--- src/rtl/cache_cmd_issuer_if.sv ---
// Command bus between the trace reader, the issuer and the cache: an upstream
// push channel and a downstream issue channel, both valid/ready.
interface cache_cmd_issuer_if #(
  parameter int CMD_W = 41
);
  logic             in_valid;
  logic             in_ready;
  logic [CMD_W-1:0] in_cmd;
  logic             out_valid;
  logic             out_ready;
  logic [CMD_W-1:0] out_cmd;

  modport master (
    output in_valid, in_cmd, out_ready,
    input  in_ready, out_valid, out_cmd
  );

  modport slave (
    input  in_valid, in_cmd, out_ready,
    output in_ready, out_valid, out_cmd
  );
endinterface

--- src/rtl/cache_cmd_issuer.sv ---
// Buffers trace commands in a FIFO and issues them to the cache with per-class
// statistics and a post-clear stall. Define CMD_LOG_EN for a simulation issue log.
module cache_cmd_issuer #(
  parameter int DEPTH       = 8,
  parameter int CMD_W       = 41,
  parameter int HOLD_CYCLES = 4
) (
  input  logic                   clk,
  input  logic                   rst_n,
  cache_cmd_issuer_if.slave      bus,
  output logic [$clog2(DEPTH):0] level,
  output logic [31:0]            cnt_read,
  output logic [31:0]            cnt_write,
  output logic [31:0]            cnt_snoop,
  output logic [31:0]            cnt_drop
);
  localparam int AW = $clog2(DEPTH);
  localparam int HW = (HOLD_CYCLES > 1) ? $clog2(HOLD_CYCLES) : 1;

  typedef enum logic [1:0] {IDLE, ISSUE, HOLD} state_t;

  state_t           r_state, w_state_nxt;
  logic [HW-1:0]    r_hold_cnt, w_hold_nxt;
  logic [CMD_W-1:0] r_mem [DEPTH];
  logic [AW:0]      r_wr_ptr, r_rd_ptr;
  logic [31:0]      r_cnt_read, r_cnt_write, r_cnt_snoop, r_cnt_drop;

  logic             w_full, w_push, w_legal, w_store, w_drop, w_pop, w_clear;
  logic [3:0]       w_in_code, w_head_code;
  logic [CMD_W-1:0] w_head;
  logic [AW:0]      w_level, w_level_nxt;

  assign w_full      = (r_wr_ptr[AW-1:0] == r_rd_ptr[AW-1:0]) &&
                       (r_wr_ptr[AW] != r_rd_ptr[AW]);
  assign w_level     = r_wr_ptr - r_rd_ptr;
  assign w_in_code   = bus.in_cmd[CMD_W-1 -: 4];
  assign w_legal     = (w_in_code <= 4'd6) || (w_in_code == 4'd8) || (w_in_code == 4'd9);
  assign w_push      = bus.in_valid && !w_full;
  assign w_store     = w_push && w_legal;
  assign w_drop      = w_push && !w_legal;
  assign w_head      = r_mem[r_rd_ptr[AW-1:0]];
  assign w_head_code = w_head[CMD_W-1 -: 4];
  assign w_pop       = (r_state == ISSUE) && bus.out_ready;
  assign w_clear     = w_pop && (w_head_code == 4'd8);
  // Occupancy after this edge; lets a push into an empty FIFO go valid one cycle later.
  assign w_level_nxt = w_level + {{AW{1'b0}}, w_store} - {{AW{1'b0}}, w_pop};

  assign bus.in_ready = !w_full;
  assign level        = w_level;
  assign cnt_read     = r_cnt_read;
  assign cnt_write    = r_cnt_write;
  assign cnt_snoop    = r_cnt_snoop;
  assign cnt_drop     = r_cnt_drop;

  always_comb begin
    // NOTE: every output of this block gets a default first, so no path infers a latch.
    w_state_nxt   = r_state;
    w_hold_nxt    = r_hold_cnt;
    bus.out_valid = 1'b0;
    bus.out_cmd   = '0;
    case (r_state)
      IDLE: begin
        if (w_level_nxt != '0) w_state_nxt = ISSUE;
      end
      ISSUE: begin
        bus.out_valid = 1'b1;
        bus.out_cmd   = w_head;
        if (w_clear) begin
          w_state_nxt = HOLD;
          w_hold_nxt  = HW'(HOLD_CYCLES - 1);
        end else if (w_pop && (w_level_nxt == '0)) begin
          w_state_nxt = IDLE;
        end
      end
      HOLD: begin
        if (r_hold_cnt == '0) begin
          w_state_nxt = (w_level_nxt != '0) ? ISSUE : IDLE;
        end else begin
          w_hold_nxt = r_hold_cnt - 1'b1;
        end
      end
      default: w_state_nxt = IDLE;
    endcase
  end

  // NOTE: all state uses non-blocking assignments so every register samples pre-edge values.
  always_ff @(posedge clk) begin
    if (!rst_n) begin
      r_state    <= IDLE;
      r_hold_cnt <= '0;
      r_wr_ptr   <= '0;
      r_rd_ptr   <= '0;
    end else begin
      r_state    <= w_state_nxt;
      r_hold_cnt <= w_hold_nxt;
      if (w_store) r_wr_ptr <= r_wr_ptr + 1'b1;
      if (w_pop)   r_rd_ptr <= r_rd_ptr + 1'b1;
    end
  end

  // NOTE: storage is not reset; the pointers alone decide which entries are valid.
  always_ff @(posedge clk) begin
    if (w_store) r_mem[r_wr_ptr[AW-1:0]] <= bus.in_cmd;
  end

  always_ff @(posedge clk) begin
    if (!rst_n || w_clear) begin
      r_cnt_read  <= '0;
      r_cnt_write <= '0;
      r_cnt_snoop <= '0;
      r_cnt_drop  <= '0;
    end else begin
      if (w_pop) begin
        case (w_head_code)
          4'd0, 4'd2:             r_cnt_read  <= r_cnt_read + 1'b1;
          4'd1:                   r_cnt_write <= r_cnt_write + 1'b1;
          4'd3, 4'd4, 4'd5, 4'd6: r_cnt_snoop <= r_cnt_snoop + 1'b1;
          default: ;
        endcase
      end
      if (w_drop) r_cnt_drop <= r_cnt_drop + 1'b1;
    end
  end

`ifdef CMD_LOG_EN
  always_ff @(posedge clk) begin
    if (rst_n) begin
      if (w_pop)
        $display("[%0t] issue n=%0d addr=0x%08h read=%0d write=%0d snoop=%0d drop=%0d",
                 $time, w_head_code, w_head[36:5], r_cnt_read, r_cnt_write,
                 r_cnt_snoop, r_cnt_drop);
      if (w_drop)
        $display("[%0t] warning: dropped illegal command code %0d", $time, w_in_code);
    end
  end
`else
  // Logging compiled out; the datapath is identical.
`endif

endmodule

--- src/flat_wrapper.sv ---
// flat-port wrapper written by rule: the top's interface ports become plain ports
module cache_cmd_issuer_flat 
#(
  parameter int DEPTH       = 8,
  parameter int CMD_W       = 41,
  parameter int HOLD_CYCLES = 4
)
  (clk, rst_n, level, cnt_read, cnt_write, cnt_snoop, cnt_drop, bus_in_valid, bus_in_cmd, bus_out_ready, bus_in_ready, bus_out_valid, bus_out_cmd);
  cache_cmd_issuer_if #(.CMD_W(CMD_W)) bus_i ();
  input  logic clk;
  input  logic rst_n;
  output logic [$clog2(DEPTH):0] level;
  output logic [31:0] cnt_read;
  output logic [31:0] cnt_write;
  output logic [31:0] cnt_snoop;
  output logic [31:0] cnt_drop;
  input wire logic [$bits(bus_i.in_valid)-1:0] bus_in_valid;
  input wire logic [$bits(bus_i.in_cmd)-1:0] bus_in_cmd;
  input wire logic [$bits(bus_i.out_ready)-1:0] bus_out_ready;
  output wire logic [$bits(bus_i.in_ready)-1:0] bus_in_ready;
  output wire logic [$bits(bus_i.out_valid)-1:0] bus_out_valid;
  output wire logic [$bits(bus_i.out_cmd)-1:0] bus_out_cmd;
  assign bus_i.in_valid = bus_in_valid;
  assign bus_i.in_cmd = bus_in_cmd;
  assign bus_i.out_ready = bus_out_ready;
  assign bus_in_ready = bus_i.in_ready;
  assign bus_out_valid = bus_i.out_valid;
  assign bus_out_cmd = bus_i.out_cmd;
  cache_cmd_issuer #(.DEPTH(DEPTH), .CMD_W(CMD_W), .HOLD_CYCLES(HOLD_CYCLES)) u_core (.clk(clk), .rst_n(rst_n), .bus(bus_i), .level(level), .cnt_read(cnt_read), .cnt_write(cnt_write), .cnt_snoop(cnt_snoop), .cnt_drop(cnt_drop));
endmodule
--- config.mk ---
export PLATFORM = sky130hd
export DESIGN_NAME = cache_cmd_issuer_flat
export DESIGN_NICKNAME = d
export VERILOG_FILES = /design/src/rtl/cache_cmd_issuer_if.sv /design/src/rtl/cache_cmd_issuer.sv /design/src/flat_wrapper.sv
export SDC_FILE = /design/constraint.sdc
export NUM_CORES = 1
export LEC_CHECK = 0
export BUFFER_PORTS_ARGS = -buffer_cell sky130_fd_sc_hd__buf_2
export CORE_MARGIN = 8
export CORE_UTILIZATION = 40
export DETAILED_ROUTE_END_ITERATION = 12
export SETUP_SLACK_MARGIN = 0.15
export SLEW_MARGIN = 20
export SYNTH_ARGS = -nofsm -noshare
export SYNTH_HDL_FRONTEND = slang
export SYNTH_SLANG_ARGS = --single-unit
--- constraint.sdc ---
create_clock -name clk -period 11.7 [get_ports clk]
set_input_delay 3.51 -clock clk [delete_from_list [all_inputs] [get_ports clk]]
set_output_delay 3.51 -clock clk [all_outputs]
set_load 0.05 [all_outputs]
==> results of run 1 <==
-- worst min path at each step --
stage                     depth (start not counted)                   end  slack (ns)
final                                             2  u_core.cnt_snoop[31]        0.48
after global routing                              2  u_core.cnt_snoop[31]        0.50
after detailed placement                          2  u_core.cnt_snoop[31]        0.47
after floorplan                                   2     u_core.r_state[0]        0.47
after CTS                                         2  u_core.cnt_snoop[31]        0.48
after global placement                            2  u_core.cnt_snoop[31]        0.46
-- area by class of cell --
class	count	area (sq um)
fill	4295	25600
sequential	471	12700
multi-input combinational	800	6520
clock buffer	59	1280
timing repair buffer	236	1220
tap	622	778
clock inverter	31	292
inverter	29	109
antenna	2	5.00
-- cell families (layout without fill, tap and decap cells) --
kind of cell    count (synthesis)  in the layout  synth area share [%]
other cells                     0              2                     0
flops                         471            471                  65.2
fa+ha+maj                      20             20                  1.36
buf+inv                        84            355                  1.75
simple gates                  434            434                  11.7
xor+xnor                       88             88                  3.95
mux                           136            136                  12.4
compound gates                122            122                  3.73
-- Yosys cell counts (all sizes together), types with 4 or more instances --
library cell and count:
a21oi 51, mux2i 47, or3 33, clkbuf 24, edfxtp 328, and2 18
nand3 52, xor2 46, and3 21, nand4 39, buf 31, or4 15
o21ai 34, and4 14, nor4b 4, nor4 22, ha 18, nand2 58
inv 27, xnor2 42, mux4 82, o21a 4, o31ai 14, nor3 19
nor2 132, dfxtp 143, mux2 7
-- placed cells by master, fill, tap and decap left out, types with 4 or more instances in the layout --
cell type,netlist,final
edfxtp_1,328,328
buf_2,12,219
dfxtp_1,143,140
nor2_1,131,130
mux4_2,82,82
nand2_1,58,57
nand3_1,51,51
a21oi_1,50,50
clkbuf_16,0,49
xor2_1,46,46
mux2i_1,45,45
xnor2_1,42,42
nand4_1,39,39
o21ai_0,33,33
or3_1,32,32
inv_1,27,27
and3_1,21,21
nor4_1,21,19
and2_1,18,18
ha_1,18,18
buf_4,1,17
or4_1,15,15
and4_1,14,14
o31ai_1,14,14
nor3_1,17,14
clkinv_1,2,13
clkbuf_1,24,8
mux2_2,6,6
clkinv_2,0,6
o21a_1,4,4
clkinvlp_4,0,4
clkinvlp_2,0,4
-- flip-flops by register name (all words and copies together) (netlist names), named ones only --
register and flops:
u_core.cnt_drop 32, u_core.cnt_read 32, u_core.cnt_snoop 32, u_core.cnt_write 32
u_core.r_hold_cnt 2, u_core.r_mem 328, u_core.r_rd_ptr 4, u_core.r_state 2
u_core.r_wr_ptr 4
-- worst max-delay path, cell delays in order, from the launching register on --
cell,delay [ns]
dfxtp_4,0.44
buf_4,0.74
buf_4,0.64
mux4_2,0.58
mux2i_1,0.18
nor2_1,0.09
buf_2,0.26
-- layer usage --
layer,global-route usage [%],share of wire (%),up-vias
met5,0,0.085,-
met1,22.0,44,6144
met2,26.6,47,342
met4,4.49,2.1,6
met3,3.55,6.2,79
li1,-,-,5676
-- through the flow --
stage,power [mW],setup slack (ns),std cells,instance area [sq um]
2_1_floorplan,2.32,2.60,1355,19500
3_3_place_gp,2.48,5.10,2158,21300
3_5_place_dp,2.49,5.00,2158,21300
4_1_cts,4.00,4.44,2248,22900
5_1_grt,4.10,4.27,2248,22900
6_report,3.95,4.62,2250,22900
-- power breakdown --
part | switching (mW) | internal (mW)
combinational | 0.421 | 0.195
clock | 0.658 | 0.855
sequential | 0.0167 | 1.81
total | 1.10 | 2.86
==> results.md, run 1 <==
- Average size of a mapped cell: between 10 and 15 sq um
- Nets: around 1700
- RR Endpoint: u_core.cnt_write[15]
- RSZ-0062 raised after global routing: false
- Worst Hold Class: reg -> reg
- CTS tree: yes
- Cell count after synthesis: approximately 1400
- Fin util: between 40% and 50%
- Initial Util: about two fifths
- Min-Delay Startpoint: u_core.cnt_snoop[31]
- I/O pin count: 220
- # DRC: 0
- CTS clk-pin slew, worst paths: ~0.060 ns
- Skew-Pair Late Insertion Delay: approximately 0.61 ns
- Final Max Tran Viols: 0
- Wire length of the first global-routing pass: 72.4 mm
- Async SR Flop Fraction: 0%
- CTS Root Cell: clkbuf_16
- Kind of end point of the critical path: output pin
- DP HPWL: about 28 mm
- CP max FO: 45
- Gp weighted congestion: approximately 0.80
- Run status: finished clean
- Fin crit share: 60.5%
- Worst-Margin Slew: 1.07 ns
- Netlist cell types: just over 60
- Largest net degree at the start of global routing: 96
- Reg2reg setup slack: approximately 7 ns
- Die Ht: 237 um
- Yosys reg bits: between 400 and 500
- Syn nets: between 1000 and 1500
- GRT Util Overall: 16.4%
- Post-synth top area share: slightly above 50%
- Max IR drop VDD: approximately 0.16 mV
- EDFF count, synth: 328
- Port Buffers: approximately 220
- PostCTS Resize Cnt: 0
- Leakage power: ~7.8 nW
- DRT iter0 DRCs: 837
- Vias/cell: around 5.4
- Minimum hold slack: between 0.4 and 0.5 ns
- Max Clk Rate: 141 MHz
- WL final: ~47 mm
- Setup TNS Final: 0 ns
- Vias in the first global route: between 10000 and 15000
- Crit Path Class: reg -> out
- Die ar.: between 50000 and 60000 sq um
- Seq/Total Area, Yosys: about 65%
- CP arrival: roughly 3.6 ns
- Yosys warns: 0
- Post-synth top area cell: edfxtp_1
- Clock Path Buffers: 3
- Mapped Area: about 20000 sq um
- Layout cells sized above 1: 26.0%
- Antenna violations before repair: 7
- Area Overhead vs Synth: 17.6%
- Post-CTS setup buffer count: 0
- Detailed-route via count: 12200
- Clock skew: about 0.041 ns
- Global route overflow: 0
- DR WL/cell: roughly 21 um
- Critical path endpoint: bus_out_cmd[14]
- Cell Pwr Density: between 150 and 200 nW/um^2
- Num rows: around 80
- Hold-fix buffer count after cts: 0
- Max-slew headroom: roughly 28%
- Final ANT Viol Nets: 0
- H-tree depth: 2
- Startpoint types: flip-flop
- Die Wd: 237 um
- R2R depth: 8
- Minimum clock period: a little over 7 ns
- First-pass detailed-route iteration total: 4
- Final Hold Viols: 0
- Final setup fails: 0
- Top post-synthesis cells by area: edfxtp_1 (51%), dfxtp_1 (15%), mux4_2 (9.5%)
- Max_cap viols: 0
- Worst EP required: approximately 8.2 ns
- Num CTS Buffers: about 50
- CORE AREA: ~49000 sq um
- Main synth FF type: edfxtp_1
- Sink Count: roughly 470
Note: power is estimated with default switching activity, not from simulation.
==> run 2, diff against run 1 <==
- clock period: 11.7 -> 6.9 ns (I/O delays scaled with it)
==> run 2 against run 1 <==
Net effect: critical path depth shrank 2; sequential share of layout area shrank 0.16 points; clock skew shrank 0.012 ns; setup slack lost 2.9 ns; die area is the same; combinational power grew 62%; worst hold slack gained 0.0035 ns.
==> results.md, run 2 (synthesized netlist as in run 1, its figures left out) <==
- Max IR drop VDD: 0.195 mV (+24%)
- Area Overhead vs Synth: 17.9%
- Commonest cells after routing, fill and taps aside: edfxtp_1 (328), buf_2 (219), dfxtp_1 (140)
- Final non-filler cell total: 2254 (+0.18%)
- Max Clk Rate: 195 MHz
- Nets: 1656 (+0.24%)
- Cell Pwr Density: 290 nW/um^2 (+68%)
- Vias/cell: 5.39 (-1.1%)
- Gp weighted congestion: 0.806 (+0.14%)
- Post-Place Cells: 2162 (+0.19%)
- DRT iter0 DRCs: 824 (-1.6%)
- Max FFs per register: 328 (unchanged)
- CTS clk-pin slew, worst paths: 0.06 ns (about the same)
- Final Max Tran Viols: 0 (unchanged)
- Die Wd: 237 um (unchanged)
- Final setup fails: 0 (unchanged)
- Clock skew: 0.0291 ns (-0.0118 ns)
- Startpoint types: flip-flop
- CORE AREA: 48500 sq um (unchanged)
- Skew-Pair Late Insertion Delay: 0.59 ns (-0.02 ns)
- Power Total: 6.68 mW (+69%)
- Hold-fix buffer count after cts: 0 (unchanged)
- Antenna violations before repair: 6 (-1)
- CTS tree: yes
- Initial Util: 40.2% (unchanged)
- Multi-input logic area: 6520 sq um (about the same)
- Num CTS Buffers: 49 (unchanged)
- # DRC: 0 (unchanged)
- Max_cap viols: 0 (unchanged)
- Fin area: 23000 sq um (+0.29%)
- Final ANT Viol Nets: 0 (unchanged)
- Vias in the first global route: 12200 (+0.50%)
- Detailed-route via count: 12100 (-0.88%)
- RSZ-0062 raised after global routing: false
- First-pass detailed-route iteration total: 5 (+1)
- Worst-Margin Slew: 1.11 ns (+0.0391 ns)
- PostCTS Resize Cnt: 0 (unchanged)
- Crit Path Class: reg -> out
- Final Hold Viols: 0 (unchanged)
- Post-CTS setup buffer count: 0 (unchanged)
- Max-slew headroom: 25.8% (-2.6 points)
- I/O pin count: 220 (unchanged)
- Commonest non-fill, non-tap cell in the layout: edfxtp_1
- Worst Hold Class: reg -> reg
- Die ar.: 56100 sq um (unchanged)
- CP arrival: 3.07 ns (-0.50 ns)
- Clock Path Buffers: 3 (unchanged)
- Fillers: 4268 (-0.63%)
- Run status: finished clean
- Die Ht: 237 um (unchanged)
- Port Buffers: 219 (unchanged)
- DP HPWL: 29.3 mm (+3.3%)
- Global route overflow: 0 (unchanged)
- Leakage power: 7.84 nW (+0.73%)
- Layout cells sized above 1: 26.2% (+0.20 points)
- Wire length of the first global-routing pass: 70.8 mm (-2.3%)
- WL final: 45.7 mm (-3.1%)
- Sink Count: 471 (unchanged)
- Fin util: 47.4% (+0.14 points)
- Placement Cell Area: 21400 sq um (+0.39%)
- Fin crit share: about 74%
- Largest net degree at the start of global routing: 98 (+2.1%)
- Reg area: 12700 sq um (unchanged)
- GRT Util Overall: 15.9% (-0.46 points)
- H-tree depth: 2 (unchanged)
- Minimum clock period: around 5.1 ns
- Kind of end point of the critical path: output pin
- Setup TNS Final: 0 ns (unchanged)
- CP max FO: 62 (+38%)
- Worst EP required: 4.83 ns (-3.36 ns)
- CTS Root Cell: clkbuf_16
- Num rows: 81 (unchanged)
- DR WL/cell: 20.3 um (-3.2%)
## run 2: power breakdown
part	switching, mW	internal, mW
Clock	1.10	1.45
Combinational	0.664	0.335
Sequential	0.0665	3.06
## run 2: path summary, 6_finish.rpt
kind | from | end | cells after the start | slack [ns]
worst max-delay path | flip-flop | bus_out_cmd[38] | 4 | 1.76
worst min-delay path | u_core.cnt_drop[31] | u_core.cnt_drop[31] | 2 | 0.48
worst max register to register | flip-flop | u_core.cnt_drop[23] | 7 | 2.48
worst min register to register | u_core.cnt_drop[31] | u_core.cnt_drop[31] | 2 | 0.48
## run 2: cell type report
cell class	count	share of cell area, %
Clock buffer	64	5.81
Clock inverter	25	0.958
Multi-Input combinational cell	800	28.4
Sequential cell	471	55.3
Tap cell	622	3.38
Timing Repair Buffer	240	5.67
Antenna cell	3	0.0326
Inverter	29	0.479
## run 2: worst max-delay path, cell delays in order (launching register included)
cell     delay, ns
dfxtp_4       0.97
mux4_2        0.61
mux2i_1       0.47
nor2_1        0.15
buf_2         0.26
## run 2: layer usage
| layer | vias up | share of wire, % | GRT usage, % |
|---|---|---|---|
| met5 | - | 0.11 | 0 |
| met4 | 8 | 1.9 | 4.19 |
| met3 | 67 | 6.4 | 3.53 |
| met2 | 309 | 47 | 25.6 |
| met1 | 6079 | 45 | 21.6 |
| li1 | 5676 | - | - |
## run 2: metrics by stage
stage | hold slack [ns] | setup slack (ns)
2_1_floorplan | 0.469 | -0.392
3_3_place_gp | 0.456 | 1.81
3_5_place_dp | 0.479 | 1.73
4_1_cts | 0.487 | 1.70
5_1_grt | 0.516 | 1.54
6_report | 0.479 | 1.76
==> run 3, diff against run 2 <==
- clock period: 6.9 -> 5.2 ns (I/O delays scaled with it)
==> run 3 against run 2 <==
Net effect: first-iteration DRC count shrank 6.9%; critical path depth grew 1; non-clock buffer count grew 9; clock-buffer cell count shrank 1; setup slack lost 1.0 ns; largest cell class unchanged; largest power group unchanged; sequential share of layout area shrank 0.62 points; combinational power grew 37%; via count grew 0.15%; critical path type unchanged; final cell count grew 0.53%; critical endpoint is now bus_out_cmd[12]; total power grew 37%; clock power grew 43%.
==> results.md, run 3 (synthesized netlist as in run 1, its figures left out) <==
- Port Buffers: 219 (unchanged)
- Max_cap viols: 0 (unchanged)
- Placement Cell Area: 21500 sq um (+0.51%)
- Cell Pwr Density: 394 nW/um^2 (+36%)
- CTS tree: yes
- Wire length of the first global-routing pass: 70.8 mm (about the same)
- Commonest non-fill, non-tap cell in the layout: edfxtp_1
- Final Max Tran Viols: 0 (unchanged)
- Post-Place Cells: 2171 (+0.42%)
- Max-slew headroom: 27.5% (+1.6 points)
- Initial Util: 40.2% (unchanged)
- PostCTS Resize Cnt: 0 (unchanged)
- Skew-Pair Late Insertion Delay: 0.60 ns (about the same)
- Leakage power: 7.96 nW (+1.4%)
- Clock share of power: 39.9% (+1.7 points)
- Vias in the first global route: 12100 (-1.3%)
- Nets: 1666 (+0.60%)
- Fin area: 23300 sq um (+1.1%)
- Hold-fix buffer count after cts: 0 (unchanged)
- WL final: 45.8 mm (+0.17%)
- Fin crit share: a little under nine tenths
- DR WL/cell: 20.2 um (-0.36%)
- Fillers: 4213 (-1.3%)
- Die Ht: 237 um (unchanged)
- Largest net degree at the start of global routing: 65 (-34%)
- Max Clk Rate: 224 MHz
- Critical-path top delay cell: dfxtp_4
- RR Endpoint: u_core.cnt_drop[21]
- CP arrival: 2.90 ns (-0.17 ns)
- Setup TNS Final: 0 ns (unchanged)
- Area Overhead vs Synth: 19.3%
- I/O pin count: 220 (unchanged)
- RSZ-0062 raised after global routing: false
- Min-Delay Startpoint: u_core.cnt_snoop[31]
- Gp weighted congestion: 0.797 (-1.1%)
- Final setup fails: 0 (unchanged)
- Post-CTS setup buffer count: 0 (unchanged)
- CTS Root Cell: clkbuf_16
- # DRC: 0 (unchanged)
- Power share of the combinational group: 14.9% (about the same)
- Vias/cell: 5.36 (-0.38%)
- Die Wd: 237 um (unchanged)
- DP HPWL: 29.8 mm (+1.6%)
- Kind of end point of the critical path: output pin
- Final Hold Viols: 0 (unchanged)
- CP max FO: 35 (-44%)
- DRT iter0 DRCs: 767 (-6.9%)
- Global route overflow: 0 (unchanged)
- Detailed-route via count: 12200 (+0.15%)
- Number of cells on the worst hold path: 2 (unchanged)
- Run status: finished clean
- Net Sw Power: 2.46 mW (+34%)
- Fin util: 47.9% (+0.54 points)
- Clock skew: 0.0403 ns (+0.0112 ns)
- Commonest cells after routing, fill and taps aside: edfxtp_1 (328), buf_2 (219), dfxtp_1 (140)
- First-pass detailed-route iteration total: 4 (-1)
- Layout cells sized above 1: 26.8% (+0.65 points)
- Minimum hold slack: 0.483 ns (+0.00436 ns)
- Die ar.: 56100 sq um (unchanged)
- CORE AREA: 48500 sq um (unchanged)
- Clock Path Buffers: 3 (unchanged)
- CTS clk-pin slew, worst paths: 0.06 ns (about the same)
- Sequential share of power: 45.2% (-1.6 points)
- Max FFs per register: 328 (unchanged)
- Critical path endpoint: bus_out_cmd[12]
- Final ANT Viol Nets: 0 (unchanged)
- Worst EP required: 3.64 ns (-1.19 ns)
- Startpoint types: flip-flop
- H-tree depth: 2 (unchanged)
- Sw Share: 26.9% (-0.57 points)
- Sink Count: 471 (unchanged)
- Num rows: 81 (unchanged)
- Num CTS Buffers: 50 (+2.0%)
- Max IR drop VDD: 0.359 mV (+84%)
- Worst-Margin Slew: 1.09 ns (-0.0271 ns)
- Cell-internal power: 6.70 mW (+38%)
- Antenna violations before repair: 6 (unchanged)
- Final non-filler cell total: 2266 (+0.53%)
- R2R depth: 7 (unchanged)
- Minimum clock period: ~4.5 ns
- Worst Hold Class: reg -> reg
- GRT Util Overall: 15.9% (about the same)
- Crit Path Class: reg -> out
- Crit-path max cell delay: 0.84 ns (-0.13 ns)
- Worst path cell trace: buf_4, mux4_2, mux2i_1, nor2_1, buf_2
- Reg2reg setup slack: 1.22 ns (-1.26 ns)
-- run 3: worst min-delay path by stage --
stage | endpoint | slack, ns
3_5_place_dp | u_core.cnt_snoop[31] | 0.48
3_3_place_gp | u_core.cnt_snoop[31] | 0.45
2_1_floorplan | u_core.r_state[0] | 0.47
5_1_grt | u_core.cnt_snoop[31] | 0.51
6_report | u_core.cnt_snoop[31] | 0.48
4_1_cts | u_core.cnt_snoop[31] | 0.49
-- run 3: critical path: cells and delay by family (launching register included) --
kind,cells,cell delay (ns)
buffers and inverters,2,0.58
muxes,2,0.75
and+or+nand+nor,1,0.09
DFF,1,0.84
-- run 3: cell type report --
cell class | instances | area, sq um | area share [%]
multi-input cells | 800 | 6550 | 28.2
clock inverters | 30 | 378 | 1.62
clock buffers | 63 | 1330 | 5.72
repair buffers | 249 | 1380 | 5.95
inverters | 29 | 109 | 0.468
well taps | 622 | 778 | 3.35
diodes | 2 | 5.00 | 0.0215
flip-flops and latches | 471 | 12700 | 54.7
-- run 3: power groups by stage --
stage / Sequential, mW / Clock (mW) / Combinational (mW)
global placement: 4.22 / 0 / 1.38
CTS: 4.14 / 3.75 / 1.39
finish: 4.14 / 3.65 / 1.37
floorplan: 4.17 / 0 / 1.04
global route: 4.15 / 3.89 / 1.47
detailed placement: 4.22 / 0 / 1.39
-- run 3: through the flow --
step                setup slack [ns]  total power [mW]
detailed placement             0.847              5.61
CTS                            0.646              9.28
floorplan                     -0.430              5.21
global placement               0.915              5.60
finish                         0.742              9.16
global route                   0.520              9.51
-- run 3: metal layers --
layer / track usage [%] / vias up / share of wire [%]
li1: - / 5694 / -
met1: 21.3 / 6118 / 45
met2: 26.2 / 272 / 48
met3: 3.41 / 65 / 5.4
met4: 3.76 / 8 / 1.7
met5: 0 / - / 0.10
